$ cat src/rtl/lsm_seq.sv
// lsm_seq: load/store-multiple sequencer.
// Takes one LDM/STM descriptor and walks the register list lowest index first.
// It drives one register-file access and one data-memory handshake per word.
// Base writeback, when requested, happens in a final one-cycle WB state.
// Optional build macro LSM_PC_LOAD_EN: an LDM that includes R15 loads the PC
// through pc_load_o/pc_data_o. Without the macro, R15 is removed from LDM lists.
module lsm_seq (
    input  logic        clk,
    input  logic        rst,
    input  logic        start_i,
    input  logic        load_i,
    input  logic [15:0] reglist_i,
    input  logic [31:0] base_i,
    input  logic [3:0]  base_reg_i,
    input  logic        up_i,
    input  logic        pre_i,
    input  logic        wb_i,
    output logic        busy_o,
    output logic        done_o,
    output logic        mem_req_o,
    output logic        mem_we_o,
    output logic [31:0] mem_addr_o,
    output logic [31:0] mem_wdata_o,
    input  logic        mem_ack_i,
    input  logic [31:0] mem_rdata_i,
    output logic [3:0]  rf_ra_o,
    input  logic [31:0] rf_rd_i,
    output logic        rf_we_o,
    output logic [3:0]  rf_wa_o,
    output logic [31:0] rf_wd_o,
    output logic        pc_load_o,
    output logic [31:0] pc_data_o
);

    typedef enum logic [1:0] {S_IDLE, S_SETUP, S_XFER, S_WB} state_t;

    state_t      state_q;
    logic [15:0] list_q;
    logic [31:0] base_q;
    logic [3:0]  base_reg_q;
    logic        load_q;
    logic        up_q;
    logic        pre_q;
    logic        wb_q;
    logic        base_in_list_q;
    logic [4:0]  n_q;
    logic [31:0] addr_q;
    logic [31:0] wbval_q;
    logic        busy_q;
    logic        done_q;
    logic        req_q;
    logic        we_q;

    logic [15:0] latch_list;
    logic [4:0]  setup_n;
    logic [31:0] four_n;
    logic [31:0] start_addr;
    logic [31:0] wb_value;
    logic [3:0]  cur_reg;
    logic [15:0] list_next;
    logic        xfer_ack;
    logic        ld_ack;
    logic        pc_sel;
    logic        wb_fire;

    function automatic logic [4:0] popcount16(input logic [15:0] v);
        logic [4:0] c;
        c = '0;
        for (int i = 0; i < 16; i++) c = c + {4'd0, v[i]};
        return c;
    endfunction

    function automatic logic [3:0] lowest_set(input logic [15:0] v);
        logic [3:0] idx;
        idx = '0;
        for (int i = 15; i >= 0; i--) if (v[i]) idx = 4'(i);
        return idx;
    endfunction

`ifdef LSM_PC_LOAD_EN
    assign latch_list = reglist_i;
    assign pc_sel     = (cur_reg == 4'd15);
`else
    // R15 never reaches the transfer loop of an LDM in this build.
    assign latch_list = load_i ? {1'b0, reglist_i[14:0]} : reglist_i;
    assign pc_sel     = 1'b0;
`endif

    assign setup_n   = popcount16(list_q);
    assign four_n    = {25'd0, setup_n, 2'b00};
    assign wb_value  = up_q ? (base_q + four_n) : (base_q - four_n);
    assign cur_reg   = lowest_set(list_q);
    assign list_next = list_q & ~(16'd1 << cur_reg);
    assign xfer_ack  = req_q && mem_ack_i;
    assign ld_ack    = xfer_ack && load_q;
    // A loaded base register keeps its loaded value, so writeback is suppressed.
    assign wb_fire   = wb_q && (base_reg_q != 4'd15) && (n_q != 5'd0) &&
                       !(load_q && base_in_list_q);

    // First transfer address for the four addressing modes (IA/IB/DA/DB).
    always_comb begin
        unique case ({up_q, pre_q})
            2'b10:   start_addr = base_q;
            2'b11:   start_addr = base_q + 32'd4;
            2'b00:   start_addr = base_q - four_n + 32'd4;
            default: start_addr = base_q - four_n;
        endcase
    end

    // Sequencer FSM; holds the descriptor and registers the handshake strobes.
    always_ff @(posedge clk) begin
        if (rst) begin
            state_q        <= S_IDLE;
            list_q         <= '0;
            base_q         <= '0;
            base_reg_q     <= '0;
            load_q         <= 1'b0;
            up_q           <= 1'b0;
            pre_q          <= 1'b0;
            wb_q           <= 1'b0;
            base_in_list_q <= 1'b0;
            n_q            <= '0;
            addr_q         <= '0;
            wbval_q        <= '0;
            busy_q         <= 1'b0;
            done_q         <= 1'b0;
            req_q          <= 1'b0;
            we_q           <= 1'b0;
        end else begin
            unique case (state_q)
                S_IDLE: begin
                    if (start_i) begin
                        list_q         <= latch_list;
                        base_q         <= base_i;
                        base_reg_q     <= base_reg_i;
                        load_q         <= load_i;
                        up_q           <= up_i;
                        pre_q          <= pre_i;
                        wb_q           <= wb_i;
                        base_in_list_q <= latch_list[base_reg_i];
                        busy_q         <= 1'b1;
                        state_q        <= S_SETUP;
                    end
                end
                S_SETUP: begin
                    n_q     <= setup_n;
                    addr_q  <= start_addr;
                    wbval_q <= wb_value;
                    if (setup_n == 5'd0) begin
                        done_q  <= 1'b1;
                        state_q <= S_WB;
                    end else begin
                        req_q   <= 1'b1;
                        we_q    <= !load_q;
                        state_q <= S_XFER;
                    end
                end
                S_XFER: begin
                    if (mem_ack_i) begin
                        list_q <= list_next;
                        addr_q <= addr_q + 32'd4;
                        if (list_next == 16'd0) begin
                            req_q   <= 1'b0;
                            we_q    <= 1'b0;
                            done_q  <= 1'b1;
                            state_q <= S_WB;
                        end
                    end
                end
                default: begin
                    done_q  <= 1'b0;
                    busy_q  <= 1'b0;
                    state_q <= S_IDLE;
                end
            endcase
        end
    end

    assign busy_o     = busy_q;
    assign done_o     = done_q;
    assign mem_req_o  = req_q;
    assign mem_we_o   = we_q;
    assign mem_addr_o = addr_q;

    // Register-file and PC side: store data read, load data and base writeback.
    always_comb begin
        rf_ra_o     = '0;
        mem_wdata_o = '0;
        rf_we_o     = 1'b0;
        rf_wa_o     = '0;
        rf_wd_o     = '0;
        pc_load_o   = 1'b0;
        pc_data_o   = '0;
        if (req_q && !load_q) begin
            rf_ra_o     = cur_reg;
            mem_wdata_o = rf_rd_i;
        end
        if (ld_ack && pc_sel) begin
            pc_load_o = 1'b1;
            pc_data_o = {mem_rdata_i[31:2], 2'b00};
        end else if (ld_ack) begin
            rf_we_o = 1'b1;
            rf_wa_o = cur_reg;
            rf_wd_o = mem_rdata_i;
        end
        if (state_q == S_WB && wb_fire) begin
            rf_we_o = 1'b1;
            rf_wa_o = base_reg_q;
            rf_wd_o = wbval_q;
        end
    end

endmodule
$ cat config.mk
export PLATFORM = sky130hd
export DESIGN_NAME = lsm_seq
export DESIGN_NICKNAME = d
export VERILOG_FILES = /design/src/rtl/lsm_seq.sv
export SDC_FILE = /design/constraint.sdc
export NUM_CORES = 1
export LEC_CHECK = 0
export CORE_MARGIN = 8
export CORE_UTILIZATION = 28
export CTS_CLUSTER_SIZE = 40
export DETAILED_ROUTE_END_ITERATION = 10
export DONT_BUFFER_PORTS = 1
export GPL_ROUTABILITY_DRIVEN = 0
export GPL_TIMING_DRIVEN = 0
export SLEW_MARGIN = 25
export SYNTH_ARGS = -nofsm -noshare
export SYNTH_HDL_FRONTEND = slang
export SYNTH_SLANG_ARGS = --single-unit
$ cat constraint.sdc
create_clock -name clk -period 10.3 [get_ports clk]
set_input_delay 2.06 -clock clk [delete_from_list [all_inputs] [get_ports clk]]
set_output_delay 2.06 -clock clk [all_outputs]
set_load 0.005 [all_outputs]
==> results_dict.tcl <==
set metrics [dict create \
    vias 12700 \
    routedWlPerCell_microns 22.8 \
    relSlewSlack_pct 33.7 \
    tns_ns 0 \
    holdBufCountCts 0 \
    die-width_microns 218 \
    clockRootBuffer "clkbuf_16" \
    syn_area_sq_um 11500 \
    ff2ff_path_depth 26 \
    firstDrtPassIters 6 \
    syn-instance-count 1626 \
    die_h_microns 218 \
    drt_iter0_drc 1613 \
    critical_path_class "reg -> reg" \
    drv_cap 0 \
    max_freq_mhz 127 \
    hold_ws_ns 0.470 \
    end_kind "flop" \
    wirelength_microns 50700 \
    cts_tree "done" \
    fin_crit_ns 7.88 \
    slew_viol_final 0 \
    path_max_fanout 10 \
    io_pins 266 \
    grt_setup_unrepaired "false" \
    synth_cell_types 100 \
    finalCritPeriodShare_pct 76.5 \
    rrSetupSlack_ns 2.42 \
    synth-main-ff-cell "dfxtp_1" \
    cts_resized 0 \
    crit_required_ns 10.60 \
    slowest_stage "fa_1" \
    antenna_found_initial 6 \
    r2r-end "mem_addr_o[24]$_SDFFE_PP0P_" \
    min_delay_worst_endpoint "wb_q$_SDFFE_PP0P_" \
    initial_core_util_pct 28.2 \
    async_flop_share_pct 0 \
    final_core_util_pct 31.6 \
    post_cts_buffers 0 \
    htree_levels 4 \
    synth_area_leader_cell "dfxtp_1" \
    via_per_inst 5.72 \
    drive_gt1_share_pct 7.51 \
    finalHoldViolCount 0 \
    netlist.area_leader.share_pct 23.1 \
    cts_num_sinks 132 \
    crit_arrival_ns 8.18 \
    drc 0 \
    clock_latency_ns 0.45 \
    worst_slew_pin_slew_ns 0.986 \
    clock_skew_ns 0.0101 \
    dieArea_sq_um 47700 \
    fin_ws_ns 2.42 \
    area_growth_pct 12.0 \
    place.port_buffers 0 \
    grt_use_total_pct 20.2 \
    ys_ff_latch 132 \
    rows 74 \
    start_kind "flop" \
    cts.path.max_buffers 2 \
    hold_path.class "reg -> reg" \
    core_sq_um 40600 \
    worstHoldStart "wb_q$_SDFFE_PP0P_" \
    post-place-ws_ns 2.56 \
    overflow 0 \
    synth_area_leaders "dfxtp_1 (23%), nand2_1 (8.8%), a21oi_1 (6.5%)" \
    slowest_delay_ns 0.60 \
    finalSetupViolCount 0 \
    status "completed" \
    min_path_cells 2 \
    yosysSeqAreaShare_pct 23.1 \
    nNetsFinal 1839 \
    grt_pass1_vias 11800 \
    hpwl_microns 40900 \
    synth_warnings 0 \
    path_clk_slew_ns 0.07 \
    ant_nets 0 \
    synth_edf_count 0 \
    worstReg2RegStart "list_q[1]$_SDFFE_PP0P_" \
    postSynthAreaPerCell_sq_um 7.05 \
    cts_buffers 17 \
    grt_start_max_net_pins 17 \
    grt_pass1_wl_microns 73600 \
]
## worst max-delay path: cells and delay by family, from the launching register on
| kind | cells | cell delay (ns) |
|---|---|---|
| compound gates | 8 | 2.21 |
| xor+xnor | 2 | 0.42 |
| fa+ha+maj | 6 | 2.66 |
| buf+inv | 7 | 1.20 |
| flops | 1 | 0.30 |
| simple gates | 3 | 0.91 |
## final cells by class
type,count,area [sq um]
plain buffers,152,823
repair buffers,1,3.75
clock inverters,14,135
inverters,49,184
flip-flops and latches,132,2640
fillers,4357,27800
diodes,2,5.00
multi-input cells,1325,7940
well taps,532,666
clock buffers,18,439
## Yosys cell counts (21+ instances only)
| cell type | instances |
|---|---|
| a21oi_1 | 148 |
| buf_4 | 34 |
| clkbuf_1 | 87 |
| mux2i_1 | 38 |
| nand2_1 | 268 |
| ha_1 | 25 |
| o21ai_0 | 115 |
| a211oi_1 | 23 |
| nand4_1 | 21 |
| a31oi_1 | 28 |
| xor2_1 | 33 |
| xnor2_1 | 49 |
| nand2b_1 | 21 |
| and2_1 | 42 |
| nor2_1 | 156 |
| inv_1 | 47 |
| nor3_1 | 43 |
| nand3_1 | 50 |
| dfxtp_1 | 132 |
## flip-flops by register name (all words and copies together) (netlist names)
signal	cells
base_in_list_q	1
base_q	32
base_reg_q	4
busy_o	1
done_o	1
list_q	16
load_q	1
mem_addr_o	32
mem_req_o	1
mem_we_o	1
n_q	5
pre_q	1
state_q	2
up_q	1
wb_q	1
wbval_q	32
## logic make-up (layout without fill, tap and decap cells)
| family | Yosys count | in the layout | share of synthesized area, % |
|---|---|---|---|
| other cells | 1 | 35 | 0.0327 |
| compound gates | 435 | 435 | 23.5 |
| simple gates | 691 | 691 | 28.7 |
| buf+inv | 201 | 234 | 8.79 |
| xor+xnor | 83 | 83 | 6.41 |
| mux | 46 | 46 | 4.60 |
| flops | 132 | 132 | 23.1 |
| fa+ha+maj | 37 | 37 | 4.83 |
## per-layer routing
metal / vias up / routed length (microns) / GRT usage, % / part of all wire [%]
met2: 851 / 22500 / 32.1 / 44
met1: 5955 / 19300 / 23.9 / 38
met5: - / 27 / 0 / 0.053
li1: 5755 / - / - / -
met3: 160 / 6320 / 6.91 / 12
met4: 4 / 2600 / 10.3 / 5.1
## worst max path at each step
stage / start / to / slack, ns / depth (start not counted)
CTS: list_q[0]$_SDFFE_PP0P_ / mem_addr_o[23]$_SDFFE_PP0P_ / 2.55 / 26
detailed placement: list_q[0]$_SDFFE_PP0P_ / mem_addr_o[29]$_SDFFE_PP0P_ / 2.56 / 26
finish: list_q[1]$_SDFFE_PP0P_ / mem_addr_o[24]$_SDFFE_PP0P_ / 2.42 / 26
floorplan: list_q[0]$_SDFFE_PP0P_ / mem_addr_o[13]$_SDFFE_PP0P_ / 3.91 / 26
global placement: list_q[0]$_SDFFE_PP0P_ / mem_addr_o[29]$_SDFFE_PP0P_ / 2.70 / 26
global route: list_q[1]$_SDFFE_PP0P_ / mem_addr_o[23]$_SDFFE_PP0P_ / 1.96 / 26
## cells in the final DEF, fill, tap and decap left out, types with 13 or more instances in the layout
| cell type | Yosys | final |
|---|---|---|
| a211oi_1 | 23 | 23 |
| a21oi_1 | 148 | 147 |
| a31oi_1 | 28 | 28 |
| and2_1 | 42 | 42 |
| buf_1 | 12 | 13 |
| buf_4 | 34 | 34 |
| clkbuf_1 | 87 | 87 |
| clkbuf_16 | 0 | 17 |
| conb_1 | 1 | 33 |
| dfxtp_1 | 132 | 132 |
| ha_1 | 25 | 25 |
| inv_1 | 47 | 47 |
| mux2i_1 | 38 | 38 |
| nand2_1 | 268 | 268 |
| nand2b_1 | 21 | 21 |
| nand3_1 | 50 | 50 |
| nand4_1 | 21 | 21 |
| nor2_1 | 156 | 156 |
| nor2b_1 | 13 | 13 |
| nor3_1 | 43 | 43 |
| nor4_1 | 19 | 19 |
| o21ai_0 | 115 | 115 |
| xnor2_1 | 49 | 49 |
| xor2_1 | 33 | 33 |
## metrics by stage
| step | cells | cell area [sq um] |
|---|---|---|
| 6_report | 2225 | 12800 |
| 2_1_floorplan | 1658 | 11600 |
| 5_1_grt | 2223 | 12800 |
| 4_1_cts | 2223 | 12800 |
| 3_3_place_gp | 2190 | 12200 |
| 3_5_place_dp | 2191 | 12300 |
Power is left out: the tool's default activity adds up to more than one toggle a clock period on the data nets, which glitch-free logic cannot reach.
